`config.mk`:
```
export PLATFORM = sky130hd
export DESIGN_NAME = tlb_op_ctrl_flat
export DESIGN_NICKNAME = d
export VERILOG_FILES = /design/src/rtl/tlb_op_ctrl_pkg.sv /design/src/rtl/tlb_op_ctrl_if.sv /design/src/rtl/tlb_op_ctrl_random.sv /design/src/rtl/tlb_op_ctrl.sv /design/src/flat_wrapper.sv
export SDC_FILE = /design/constraint.sdc
export NUM_CORES = 1
export LEC_CHECK = 0
export CAP_MARGIN = 5
export CORE_AREA = 2 2 277 279
export CTS_BUF_LIST = sky130_fd_sc_hd__clkbuf_16
export DETAILED_ROUTE_END_ITERATION = 8
export DIE_AREA = 0 0 279 281
export GPL_ROUTABILITY_DRIVEN = 0
export PLACE_DENSITY = 0.53
export SLEW_MARGIN = 10
export SYNTH_ARGS = -nofsm -noshare
export SYNTH_HDL_FRONTEND = slang
export SYNTH_HIERARCHICAL = 1
export SYNTH_SLANG_ARGS = --single-unit
```
`constraint.sdc`:
```
create_clock -name clk -period 4.2 [get_ports clk]
set_input_delay 0.42 -clock clk [delete_from_list [all_inputs] [get_ports clk]]
set_output_delay 0.42 -clock clk [all_outputs]
set_load 0.1 [all_outputs]
```
`src/rtl/tlb_op_ctrl_pkg.sv`:
```
// Shared types and helpers for the CP0 TLB instruction sequencer.
// The entry pack/unpack helpers are also meant for the CP0 register file.
package tlb_op_ctrl_pkg;

    localparam int TLB_ENTRIES = 16;
    localparam int INDEX_WIDTH = $clog2(TLB_ENTRIES);

    typedef logic [INDEX_WIDTH-1:0] tlb_index_t;

    typedef enum logic [1:0] {
        TLB_OP_TLBP  = 2'd0,
        TLB_OP_TLBR  = 2'd1,
        TLB_OP_TLBWI = 2'd2,
        TLB_OP_TLBWR = 2'd3
    } tlb_op_t;

    typedef struct packed {
        logic [31:0] entry_hi;
        logic [31:0] entry_lo0;
        logic [31:0] entry_lo1;
        logic [31:0] page_mask;
    } tlb_entry_t;

    typedef enum logic [1:0] {
        ST_IDLE   = 2'd0,
        ST_ISSUE  = 2'd1,
        ST_COMMIT = 2'd2
    } ctrl_state_t;

    localparam tlb_index_t RANDOM_MAX = tlb_index_t'(TLB_ENTRIES - 1);

    function automatic tlb_entry_t pack_tlb_entry(input logic [31:0] hi,
                                                  input logic [31:0] lo0,
                                                  input logic [31:0] lo1,
                                                  input logic [31:0] mask);
        tlb_entry_t e;
        e.entry_hi  = hi;
        e.entry_lo0 = lo0;
        e.entry_lo1 = lo1;
        e.page_mask = mask;
        return e;
    endfunction

    function automatic void unpack_tlb_entry(input  tlb_entry_t  e,
                                             output logic [31:0] hi,
                                             output logic [31:0] lo0,
                                             output logic [31:0] lo1,
                                             output logic [31:0] mask);
        hi   = e.entry_hi;
        lo0  = e.entry_lo0;
        lo1  = e.entry_lo1;
        mask = e.page_mask;
    endfunction

    function automatic logic is_write_op(input tlb_op_t op);
        return (op == TLB_OP_TLBWI) || (op == TLB_OP_TLBWR);
    endfunction

endpackage

```
`src/rtl/tlb_op_ctrl_if.sv`:
```
// Controller <-> mmu TLB port bundle: indexed read/write port plus the probe port.
interface tlb_op_ctrl_if;
    import tlb_op_ctrl_pkg::*;

    tlb_index_t  tlbrw_index;
    logic        tlbrw_we;
    tlb_entry_t  tlbrw_wdata;
    tlb_entry_t  tlbrw_rdata;
    logic [31:0] tlbp_entry_hi;
    logic [31:0] tlbp_index;

    modport master (
        output tlbrw_index, tlbrw_we, tlbrw_wdata, tlbp_entry_hi,
        input  tlbrw_rdata, tlbp_index
    );

    modport slave (
        input  tlbrw_index, tlbrw_we, tlbrw_wdata, tlbp_entry_hi,
        output tlbrw_rdata, tlbp_index
    );

endinterface

```
`src/rtl/tlb_op_ctrl_random.sv`:
```
// CP0 Random counter: counts down each cycle and wraps to the top entry
// once it reaches the wired boundary or when Wired is rewritten.
module tlb_random_ctr
    import tlb_op_ctrl_pkg::*;
(
    input  logic        clk,
    input  logic        resetn,
    input  logic [31:0] wired,
    input  logic        wired_we,
    output tlb_index_t  value
);

    tlb_index_t value_q;
    tlb_index_t value_d;

    // Later checks override earlier ones; an out-of-range Wired pins the counter at the top.
    always_comb begin
        value_d = value_q - tlb_index_t'(1);
        if ({{(32-INDEX_WIDTH){1'b0}}, value_q} <= wired) begin
            value_d = RANDOM_MAX;
        end
        if (wired_we) begin
            value_d = RANDOM_MAX;
        end
        if (wired >= 32'(TLB_ENTRIES)) begin
            value_d = RANDOM_MAX;
        end
    end

    always_ff @(posedge clk or negedge resetn) begin
        if (!resetn) begin
            value_q <= RANDOM_MAX;
        end else begin
            value_q <= value_d;
        end
    end

    assign value = value_q;

endmodule

```
`src/rtl/tlb_op_ctrl.sv`:
```
// Sequences TLBP/TLBR/TLBWI/TLBWR: accept in IDLE, drive the mmu in ISSUE,
// write results back to CP0 in COMMIT.
module tlb_op_ctrl
    import tlb_op_ctrl_pkg::*;
(
    input  logic              clk,
    input  logic              resetn,
    input  logic              op_valid,
    input  logic [1:0]        op_type,
    output logic              op_ready,
    output logic              op_done,
    output logic              busy,
    input  logic              flush,
    input  logic [31:0]       cp0_index,
    input  logic [31:0]       cp0_entry_hi,
    input  logic [31:0]       cp0_entry_lo0,
    input  logic [31:0]       cp0_entry_lo1,
    input  logic [31:0]       cp0_page_mask,
    input  logic [31:0]       cp0_wired,
    input  logic              wired_we,
    output logic [31:0]       random_value,
    output logic              cp0_index_we,
    output logic [31:0]       cp0_index_wdata,
    output logic              cp0_tlbr_we,
    output tlb_entry_t        cp0_tlbr_wdata,
    tlb_op_ctrl_if.master     tlb_bus
);

    ctrl_state_t state_q, state_d;
    tlb_op_t     op_q, op_d;
    tlb_index_t  index_q, index_d;
    tlb_entry_t  entry_q, entry_d;
    logic        ready_q, ready_d;
    logic        done_q, done_d;
    logic        index_we_q, index_we_d;
    logic        tlbr_we_q, tlbr_we_d;
    logic [31:0] index_wdata_q, index_wdata_d;
    tlb_entry_t  tlbr_wdata_q, tlbr_wdata_d;
    tlb_index_t  rnd_value;
    tlb_op_t     req_op;
    logic        unused_index_bits;

    assign unused_index_bits = ^cp0_index[31:INDEX_WIDTH];
    assign req_op = tlb_op_t'(op_type);

    tlb_random_ctr u_random (
        .clk      (clk),
        .resetn   (resetn),
        .wired    (cp0_wired),
        .wired_we (wired_we),
        .value    (rnd_value)
    );

    // CP0 write data is captured at the ISSUE->COMMIT edge so every output is registered.
    always_comb begin
        state_d       = state_q;
        op_d          = op_q;
        index_d       = index_q;
        entry_d       = entry_q;
        done_d        = 1'b0;
        index_we_d    = 1'b0;
        tlbr_we_d     = 1'b0;
        index_wdata_d = index_wdata_q;
        tlbr_wdata_d  = tlbr_wdata_q;
        case (state_q)
            ST_IDLE: begin
                if (op_valid && !flush) begin
                    state_d = ST_ISSUE;
                    op_d    = req_op;
                    index_d = (req_op == TLB_OP_TLBWR) ? rnd_value : cp0_index[INDEX_WIDTH-1:0];
                    entry_d = pack_tlb_entry(cp0_entry_hi, cp0_entry_lo0,
                                             cp0_entry_lo1, cp0_page_mask);
                end
            end
            ST_ISSUE: begin
                if (flush) begin
                    state_d = ST_IDLE;
                end else begin
                    state_d = ST_COMMIT;
                    done_d  = 1'b1;
                    if (op_q == TLB_OP_TLBP) begin
                        index_we_d    = 1'b1;
                        index_wdata_d = tlb_bus.tlbp_index;
                    end
                    if (op_q == TLB_OP_TLBR) begin
                        tlbr_we_d    = 1'b1;
                        tlbr_wdata_d = tlb_bus.tlbrw_rdata;
                    end
                end
            end
            ST_COMMIT: begin
                state_d = ST_IDLE;
            end
            default: begin
                state_d = ST_IDLE;
            end
        endcase
        ready_d = (state_d == ST_IDLE);
    end

    always_ff @(posedge clk or negedge resetn) begin
        if (!resetn) begin
            state_q       <= ST_IDLE;
            op_q          <= TLB_OP_TLBP;
            index_q       <= '0;
            entry_q       <= '0;
            ready_q       <= 1'b1;
            done_q        <= 1'b0;
            index_we_q    <= 1'b0;
            tlbr_we_q     <= 1'b0;
            index_wdata_q <= '0;
            tlbr_wdata_q  <= '0;
        end else begin
            state_q       <= state_d;
            op_q          <= op_d;
            index_q       <= index_d;
            entry_q       <= entry_d;
            ready_q       <= ready_d;
            done_q        <= done_d;
            index_we_q    <= index_we_d;
            tlbr_we_q     <= tlbr_we_d;
            index_wdata_q <= index_wdata_d;
            tlbr_wdata_q  <= tlbr_wdata_d;
        end
    end

    assign op_ready        = ready_q;
    assign busy            = ~ready_q;
    assign op_done         = done_q;
    assign cp0_index_we    = index_we_q;
    assign cp0_index_wdata = index_wdata_q;
    assign cp0_tlbr_we     = tlbr_we_q;
    assign cp0_tlbr_wdata  = tlbr_wdata_q;
    assign random_value    = {{(32-INDEX_WIDTH){1'b0}}, rnd_value};

    // A flush arriving during ISSUE must suppress the mmu write in that same cycle.
    assign tlb_bus.tlbrw_we      = (state_q == ST_ISSUE) && is_write_op(op_q) && !flush;
    assign tlb_bus.tlbrw_index   = index_q;
    assign tlb_bus.tlbrw_wdata   = entry_q;
    assign tlb_bus.tlbp_entry_hi = entry_q.entry_hi;

endmodule
```
`src/flat_wrapper.sv`:
```
// flat-port wrapper written by rule: the top's interface ports become plain ports
module tlb_op_ctrl_flat import tlb_op_ctrl_pkg::*;
  (clk, resetn, op_valid, op_type, op_ready, op_done, busy, flush, cp0_index, cp0_entry_hi, cp0_entry_lo0, cp0_entry_lo1, cp0_page_mask, cp0_wired, wired_we, random_value, cp0_index_we, cp0_index_wdata, cp0_tlbr_we, cp0_tlbr_wdata, tlb_bus_tlbrw_index, tlb_bus_tlbrw_we, tlb_bus_tlbrw_wdata, tlb_bus_tlbp_entry_hi, tlb_bus_tlbrw_rdata, tlb_bus_tlbp_index);
  tlb_op_ctrl_if tlb_bus_i ();
  input  logic clk;
  input  logic resetn;
  input  logic op_valid;
  input  logic [1:0] op_type;
  output logic op_ready;
  output logic op_done;
  output logic busy;
  input  logic flush;
  input  logic [31:0] cp0_index;
  input  logic [31:0] cp0_entry_hi;
  input  logic [31:0] cp0_entry_lo0;
  input  logic [31:0] cp0_entry_lo1;
  input  logic [31:0] cp0_page_mask;
  input  logic [31:0] cp0_wired;
  input  logic wired_we;
  output logic [31:0] random_value;
  output logic cp0_index_we;
  output logic [31:0] cp0_index_wdata;
  output logic cp0_tlbr_we;
  output tlb_entry_t cp0_tlbr_wdata;
  output wire logic [$bits(tlb_bus_i.tlbrw_index)-1:0] tlb_bus_tlbrw_index;
  output wire logic [$bits(tlb_bus_i.tlbrw_we)-1:0] tlb_bus_tlbrw_we;
  output wire logic [$bits(tlb_bus_i.tlbrw_wdata)-1:0] tlb_bus_tlbrw_wdata;
  output wire logic [$bits(tlb_bus_i.tlbp_entry_hi)-1:0] tlb_bus_tlbp_entry_hi;
  input wire logic [$bits(tlb_bus_i.tlbrw_rdata)-1:0] tlb_bus_tlbrw_rdata;
  input wire logic [$bits(tlb_bus_i.tlbp_index)-1:0] tlb_bus_tlbp_index;
  assign tlb_bus_tlbrw_index = tlb_bus_i.tlbrw_index;
  assign tlb_bus_tlbrw_we = tlb_bus_i.tlbrw_we;
  assign tlb_bus_tlbrw_wdata = tlb_bus_i.tlbrw_wdata;
  assign tlb_bus_tlbp_entry_hi = tlb_bus_i.tlbp_entry_hi;
  assign tlb_bus_i.tlbrw_rdata = tlb_bus_tlbrw_rdata;
  assign tlb_bus_i.tlbp_index = tlb_bus_tlbp_index;
  tlb_op_ctrl u_core (.clk(clk), .resetn(resetn), .op_valid(op_valid), .op_type(op_type), .op_ready(op_ready), .op_done(op_done), .busy(busy), .flush(flush), .cp0_index(cp0_index), .cp0_entry_hi(cp0_entry_hi), .cp0_entry_lo0(cp0_entry_lo0), .cp0_entry_lo1(cp0_entry_lo1), .cp0_page_mask(cp0_page_mask), .cp0_wired(cp0_wired), .wired_we(wired_we), .random_value(random_value), .cp0_index_we(cp0_index_we), .cp0_index_wdata(cp0_index_wdata), .cp0_tlbr_we(cp0_tlbr_we), .cp0_tlbr_wdata(cp0_tlbr_wdata), .tlb_bus(tlb_bus_i));
endmodule
```
; ---- After elaboration in Yosys (flattened, before gate mapping)
; Index checks and enable logic that the tools add are counted.
[totals]
reg_bits = 304
inputBits = 359
wordCells = 53
out_inout_bits = 362
[op_classes]
n_addsub = 1
n_eq_ne = 5
reduce_logical = 11
n_mux = 15
n_lt_le_gt_ge = 2
bitwise_logic = 2
[ops]
columns = op, n
row1 = $ge A32 B5 Y1 const B, 1
row2 = $le A4 B32 Y1, 1
row3 = $mux W4, 4
row4 = $mux W1, 8
row5 = $eq A2 B2 Y1 const B, 3
row6 = $logic_not A2 Y1, 3
row7 = $reduce_and A3 Y1, 2
row8 = $eq A2 B1 Y1 const B, 2
row9 = $mux W2, 2
row10 = $pmux W2 S2, 1
row11 = $sub A4 B1 Y4 const B, 1
row12 = $logic_and A1 B1 Y1, 3
row13 = $not A1 Y1, 2
row14 = $reduce_and A2 Y1, 1
row15 = $logic_not A1 Y1, 1
row16 = $logic_or A1 B1 Y1, 1

; ---- Longest topological paths before layout
; Gate-level depths: netlist of run 1.
[logic_depth]
ltp_word = 5
mapped_depth = 5
depth_no_buf = 5

; ---- Modules after synthesis
; Netlist of run 1, hierarchy kept.
[modules_own_cells]
columns = module, cells_each, instances, seq_area_each_um2, area_per_inst_um2
row1 = tlb_op_ctrl, 706, 1, 7508.5, 11548.6
row2 = tlb_random_ctr, 39, 1, 105.1, 380.4

; ---- Least setup slack after synthesis of run 1
; Ideal clock, no wire load.
[synth_path]
kind = register to output
start = register u_core.state_q[1]
end = output port tlb_bus_tlbrw_we
path_slack_ns = 2.374
t_arrival_ns = 1.406
required_time_ns = 3.780
n_path_buf = 0
stages_incl_launch_ff = 3
path_cell_list = dfrtp_1 nor3b_2 and2_1
[synth_between]
elab_chain_cells = 3
[synth_lines]
columns = element, line_no
row1 = start: declaration, tlb_op_ctrl.sv:29  ; ctrl_state_t state_q, state_d;
row2 = start signal: assignment, tlb_op_ctrl.sv:114  ; state_q <= state_d;
row3 = $eq A2 B1 Y1, tlb_op_ctrl.sv:137  ; assign tlb_bus.tlbrw_we = (state_q == ST_ISSUE) && is_write_op(op_q) && !flush;
row4 = $logic_and A1 B1 Y1 (2 in series), tlb_op_ctrl.sv:137
row5 = end: declaration, flat_wrapper.sv:26  ; output wire logic [$bits(tlb_bus_i.tlbrw_we)-1:0] tlb_bus_tlbrw_we;
; No other way between the ends.

; ---- Final worst setup path of run 1
[layout_path]
start = register u_core.u_random.value_q[1], in the netlist u_core/u_random/value[1]
end = output port random_value[1]
[layout_lines]
columns = element, line_no
row1 = start: declaration, tlb_op_ctrl_random.sv:13  ; tlb_index_t value_q;
row2 = start signal: assignment, tlb_op_ctrl_random.sv:34  ; value_q <= value_d;
row3 = end: declaration, flat_wrapper.sv:20  ; output logic [31:0] random_value;
; No word-level cell between the ends.

==> results of run 1 <==
[flip-flops by register name (all words and copies together) (netlist names)]
signal / cells
u_core/cp0_index_we: 1
u_core/tlb_bus.tlbp_entry_hi: 32
u_core/tlb_bus.tlbrw_wdata: 96
u_core/op_q: 2
u_core/tlb_bus.tlbrw_index: 4
u_core/cp0_tlbr_we: 1
u_core/state_q: 2
u_core/op_ready: 1
u_core/op_done: 1
u_core/u_random/value: 4
u_core/cp0_tlbr_wdata: 128
u_core/cp0_index_wdata: 32
[area by class of cell]
cell class,count,area [um2]
clock buffers,41,1030
clock inverters,29,210
fillers,7717,54800
inverters,7,26.3
multi-input cells,369,3790
flip-flops and latches,304,7610
well taps,978,1220
repair buffers,672,6760
[worst paths after layout]
kind	start	to	slack, ns	cells after the start
max	u_core/u_random/value[1]	random_value[1]	1.45	1
min	op_valid	u_core/op_ready	0.45	2
max reg2reg	u_core/state_q[1]	u_core/cp0_tlbr_wdata[107]	1.81	4
min reg2reg	u_core/cp0_index_wdata[21]	u_core/cp0_index_wdata[21]	0.48	1
max in group asynchronous	resetn	u_core/tlb_bus.tlbp_entry_hi[29]	2.55	3
min in group asynchronous	resetn	u_core/tlb_bus.tlbp_entry_hi[17]	0.48	2
[through the flow]
stage	hold WS, ns	worst slack (ns)	util (%)	cell area, um2	instances
after floorplan	0.124	2.37	-	12000	772
after global routing	0.432	1.36	27.4	20700	2400
after global placement	0.468	1.32	25.7	19400	2329
after detailed placement	0.476	1.24	25.7	19400	2329
after CTS	0.394	1.37	27.4	20700	2400
final	0.452	1.45	27.4	20700	2400
[Yosys cell counts, drive strengths merged]
master	count
a21o	1
a21oi	4
and2	1
and3	1
and4	1
and4bb	1
buf	89
clkbuf	3
conb	1
dfrtp	299
dfstp	5
ha	5
inv	7
mux2	290
mux2i	4
nand2	1
nand3b	1
nand4	1
nor2	6
nor2b	1
nor3	1
nor3b	3
nor4	8
nor4b	2
o2111ai	4
o211a	1
o21ai	1
o31ai	1
or4	1
xor2	1
[cell families after synthesis]
| family | after synthesis | share of synthesized area, % |
|---|---|---|
| flops | 304 | 63.8 |
| compound gates | 12 | 0.713 |
| buf+inv | 99 | 5.37 |
| fa+ha+maj | 5 | 0.524 |
| simple gates | 29 | 1.75 |
| xor+xnor | 1 | 0.0734 |
| other cells | 1 | 0.0314 |
| mux | 294 | 27.7 |
[what timing repair did]
item,in CTS,in global routing
hold buffers,1,0
endpoints found under the setup margin,0,0
endpoints found under the hold margin,87,0
[metal layers]
metal,global-route usage [%],vias to the layer above
met5,0,-
met4,3.80,2
met3,2.75,72
met2,17.7,341
met1,11.3,4150
li1,-,3822
==> impl_metrics.toml, run 1 <==
[run_status]
status = "completed"

[floorplan]
die_h_um = 281
core_um2 = 75400
pin_count = 721
die-area_um2 = 78400
start_util_pct = 15.8
die_w_um = 279
rows = 101

[worst_setup_path]
worst_setup_path_end_kind = "output port"
start_kind = "flip-flop"
crit_slowest_cell = "clkdlybuf4s50_1"
path_max_fanout = 6
worst-setup-path-type = "reg -> out"
path_delay_family = "buffers and inverters"
arrival_ns = 2.33
crit_path_cell_trace = "clkdlybuf4s50_1"
required_ns = 3.78
crit_buf_inv = 1
slowest_delay_ns = 1.17

[clock_tree]
clock_path_buffers = 3
post-cts-setup-buffer-count = 0
cts-root-buf = "clkbuf_16"
cts_resized = 0
cts_tree = "yes"
h-tree-depth = 2
clock_latency_ns = 0.54
numClockSinks = 304
cts_inserted_buffers = 38
clk_pin_slew_ns = 0.06

[drt]
dr_wl_met3_um = 2690
drt-wirelength-per-cell_um = 17.0
drt_iter0_drc = 249
drtPass1Iterations = 4
top_layer_used = "met5"
drc = 0
num_vias = 8387
vias_per_cell = 3.49
met2WireLength_um = 21400
wl_met1_um = 15500
ant_nets = 0
drt-total-wl_um = 40800

[placement]
hpwl_um = 30800
port_buffers = 664

[final_layout]
nets = 1756
mostFrequentLayoutCell = "clkdlybuf4s50_1"
drive_gt1_share_pct = 25.0
final_cell_mix = "662 x clkdlybuf4s50_1, 299 x dfrtp_1, 287 x mux2_2"
areaGrowthSynthToFinish_pct = 73.1
antennaDiodeCount = 0

[timing]
rsz0062_at_grt = "no"
fin_crit_sh_pct = 65.5
slew_headroom_pct = 24.5
hold_viol = 0
worst_slew_pin_slew_ns = 1.13
setup_tns_ns = 0
max_freq_mhz = 363
fin_skew_ns = 0.0160
slew_viol_final = 0
setup_violations = 0
finalCriticalPeriod_ns = 2.75

[global_routing]
grt_max_degree = 139
grt_use_total_pct = 9.94
grt_pass1_vias = 9108
grt_pass1_wl_um = 59100
overflow = 0
grt_antenna_before_repair = 1

[logic_synthesis]
yosys.area.top_type_share_pct = 62.7
synthCells = 745
synth_seq_area_share_pct = 63.8
ys_top_cells_by_area = "dfrtp_1 63%, mux2_2 27%, buf_4 4.0%"
yosysWarnings = 6
synth_top_area_cell = "dfrtp_1"
synth_area_um2 = 11900
syn_avg_cell_area_um2 = 16.0
synth_seq_cells = 304
ys_types = 33

[job]
cap_violations = 0

[hold_path]
min_path_type = "in -> reg"
Power of run 1 is not shown: default switching activity piles up to over one toggle a cycle in this logic, so the estimate is an artifact.
==> run 2: changes to the inputs <==
--- a/config.mk
+++ b/config.mk
@@ -6,12 +6,12 @@
 export NUM_CORES = 1
 export LEC_CHECK = 0
 export CAP_MARGIN = 5
-export CORE_AREA = 2 2 277 279
+export CORE_AREA = 2 2 279 281
 export CTS_BUF_LIST = sky130_fd_sc_hd__clkbuf_16
 export DETAILED_ROUTE_END_ITERATION = 8
-export DIE_AREA = 0 0 279 281
+export DIE_AREA = 0 0 281 283
 export GPL_ROUTABILITY_DRIVEN = 0
-export PLACE_DENSITY = 0.53
+export PLACE_DENSITY = 0.54
 export SLEW_MARGIN = 10
 export SYNTH_ARGS = -nofsm -noshare
 export SYNTH_HDL_FRONTEND = slang
==> constraint.sdc (replaced) <==
create_clock -name clk -period 2.26 [get_ports clk]
set_input_delay 0.226 -clock clk [delete_from_list [all_inputs] [get_ports clk]]
set_output_delay 0.226 -clock clk [all_outputs]
set_load 0.1 [all_outputs]
==> run 2 against run 1 <==
Against the previous run:
- via count rose by 1.9%
- global-route usage is 0.091 points higher
- utilization fell by 1.2 points
- setup slack worse by 1.2 ns
==> impl_metrics.toml, run 2 (same netlist as run 1, synthesis figures left out) <==
[drt]
drt_iter0_drc = 146
ant_nets = 0
vias_per_cell = 3.44
drtPass1Iterations = 4
num_vias = 8544
drt-wirelength-per-cell_um = 16.7
drc = 0
drt-total-wl_um = 41400

[clock_tree]
cts-root-buf = "clkbuf_16"
clock_latency_ns = 0.54
cts_tree = "yes"
clk_pin_slew_ns = 0.06
h-tree-depth = 2
clock_path_buffers = 3
numClockSinks = 304
post-cts-setup-buffer-count = 0
cts_inserted_buffers = 38

[timing]
slew_viol_final = 0
setup_tns_ns = 0
worst_slew_pin_slew_ns = 0.566
finalCriticalPeriod_ns = 1.99
fin_skew_ns = 0.00897
max_freq_mhz = 502
rsz0062_at_grt = "no"
hold_viol = 0
slew_headroom_pct = 62.2
fin_crit_sh_pct = 88.1
setup_violations = 0

[worst_setup_path]
path_max_fanout = 4
startpoint = "u_core/state_q[1]"
arrival_ns = 1.76
crit_slowest_cell = "dfrtp_1"
crit_path_cell_trace = "nor3b_2 -> and2_2 -> buf_12"
required_ns = 2.03
worst_setup_path_end_kind = "output port"
worst-setup-path-type = "reg -> out"
start_kind = "flip-flop"
slowest_delay_ns = 0.44
timing.rr.start = "u_core/state_q[1]"

[global_routing]
grt_pass1_wl_um = 60200
grt_use_total_pct = 10.0
overflow = 0
grt_max_degree = 61
grt_pass1_vias = 9386
grt_antenna_before_repair = 2

[final_layout]
antennaDiodeCount = 0
largest_register_ffs = 128
utilization_pct = 26.2
final_cell_mix = "351 x buf_4, 329 x clkdlybuf4s50_1, 299 x dfrtp_1"
areaGrowthSynthToFinish_pct = 68.3
nets = 1778
mostFrequentLayoutCell = "buf_4"
drive_gt1_share_pct = 49.2

[hold_path]
min_path_type = "in -> async"

[job]
cap_violations = 0

[placement]
port_buffers = 664
hpwl_um = 32700

[floorplan]
die_w_um = 281
pin_count = 721
start_util_pct = 15.6
die_h_um = 283
core_um2 = 76700
die-area_um2 = 79500
rows = 102

[run_status]
status = "completed"
[run 2: cell types whose count changed in the layout (fill, tap and decap cells not counted), moves of 2 or more]
cell and delta:
inv_6 +2, clkdlybuf4s50_1 -333, inv_1 -3, buf_12 +8
buf_4 +347, clkinv_4 -2, clkinv_1 +3, clkbuf_16 -3
[run 2: worst paths after layout]
kind | slack (ns) | endpoint | cells past startpoint
setup / recovery | 0.27 | tlb_bus_tlbrw_we | 3
hold / removal | 0.21 | u_core/tlb_bus.tlbrw_wdata[11] | 2
setup reg to reg | 0.49 | u_core/cp0_index_wdata[31] | 4
hold reg to reg | 0.49 | u_core/cp0_index_wdata[30] | 1
max in group asynchronous | 1.20 | u_core/cp0_tlbr_wdata[38] | 3
min in group clk | 0.29 | u_core/cp0_index_wdata[5] | 2
[run 2: worst max-delay path, delay by kind of cell (launching register included)]
kind          cells  cell delay [ns]
simple gates      2             0.58
buf+inv           1             0.20
flops             1             0.44
[run 2: metal layers]
| metal | up-vias | part of all wire (%) | global-route usage [%] |
|---|---|---|---|
| met4 | 0 | 2.3 | 3.21 |
| li1 | 3875 | - | - |
| met3 | 53 | 6.3 | 2.32 |
| met2 | 327 | 54 | 18.9 |
| met5 | - | 0 | 0 |
| met1 | 4289 | 38 | 11.0 |
[run 2: area by class of cell]
| class | instances | area [um2] |
|---|---|---|
| sequential | 304 | 7610 |
| inverter | 7 | 26.3 |
| tap | 1040 | 1300 |
| clock buffer | 38 | 951 |
| clock inverter | 30 | 201 |
| multi-input combinational | 369 | 3790 |
| timing repair buffer | 694 | 6190 |
| fill | 7972 | 56600 |
[run 2: through the flow]
stage,setup WS (ns),cell area (um2),hold slack (ns),cells
2_1_floorplan,0.438,12000,-0.0696,772
3_3_place_gp,0.203,18900,0.207,2413
3_5_place_dp,0.136,18900,0.209,2413
4_1_cts,0.0302,20100,0.200,2482
5_1_grt,0.0896,20100,0.226,2482
6_report,0.270,20100,0.210,2482
[run 2: what timing repair did]
action	in CTS	in global routing
hold buffers	1	0
hold endpoints to repair	44	0
resized for setup	0	1
setup endpoints to repair	0	1
Power of run 2 is left out for the same reason.
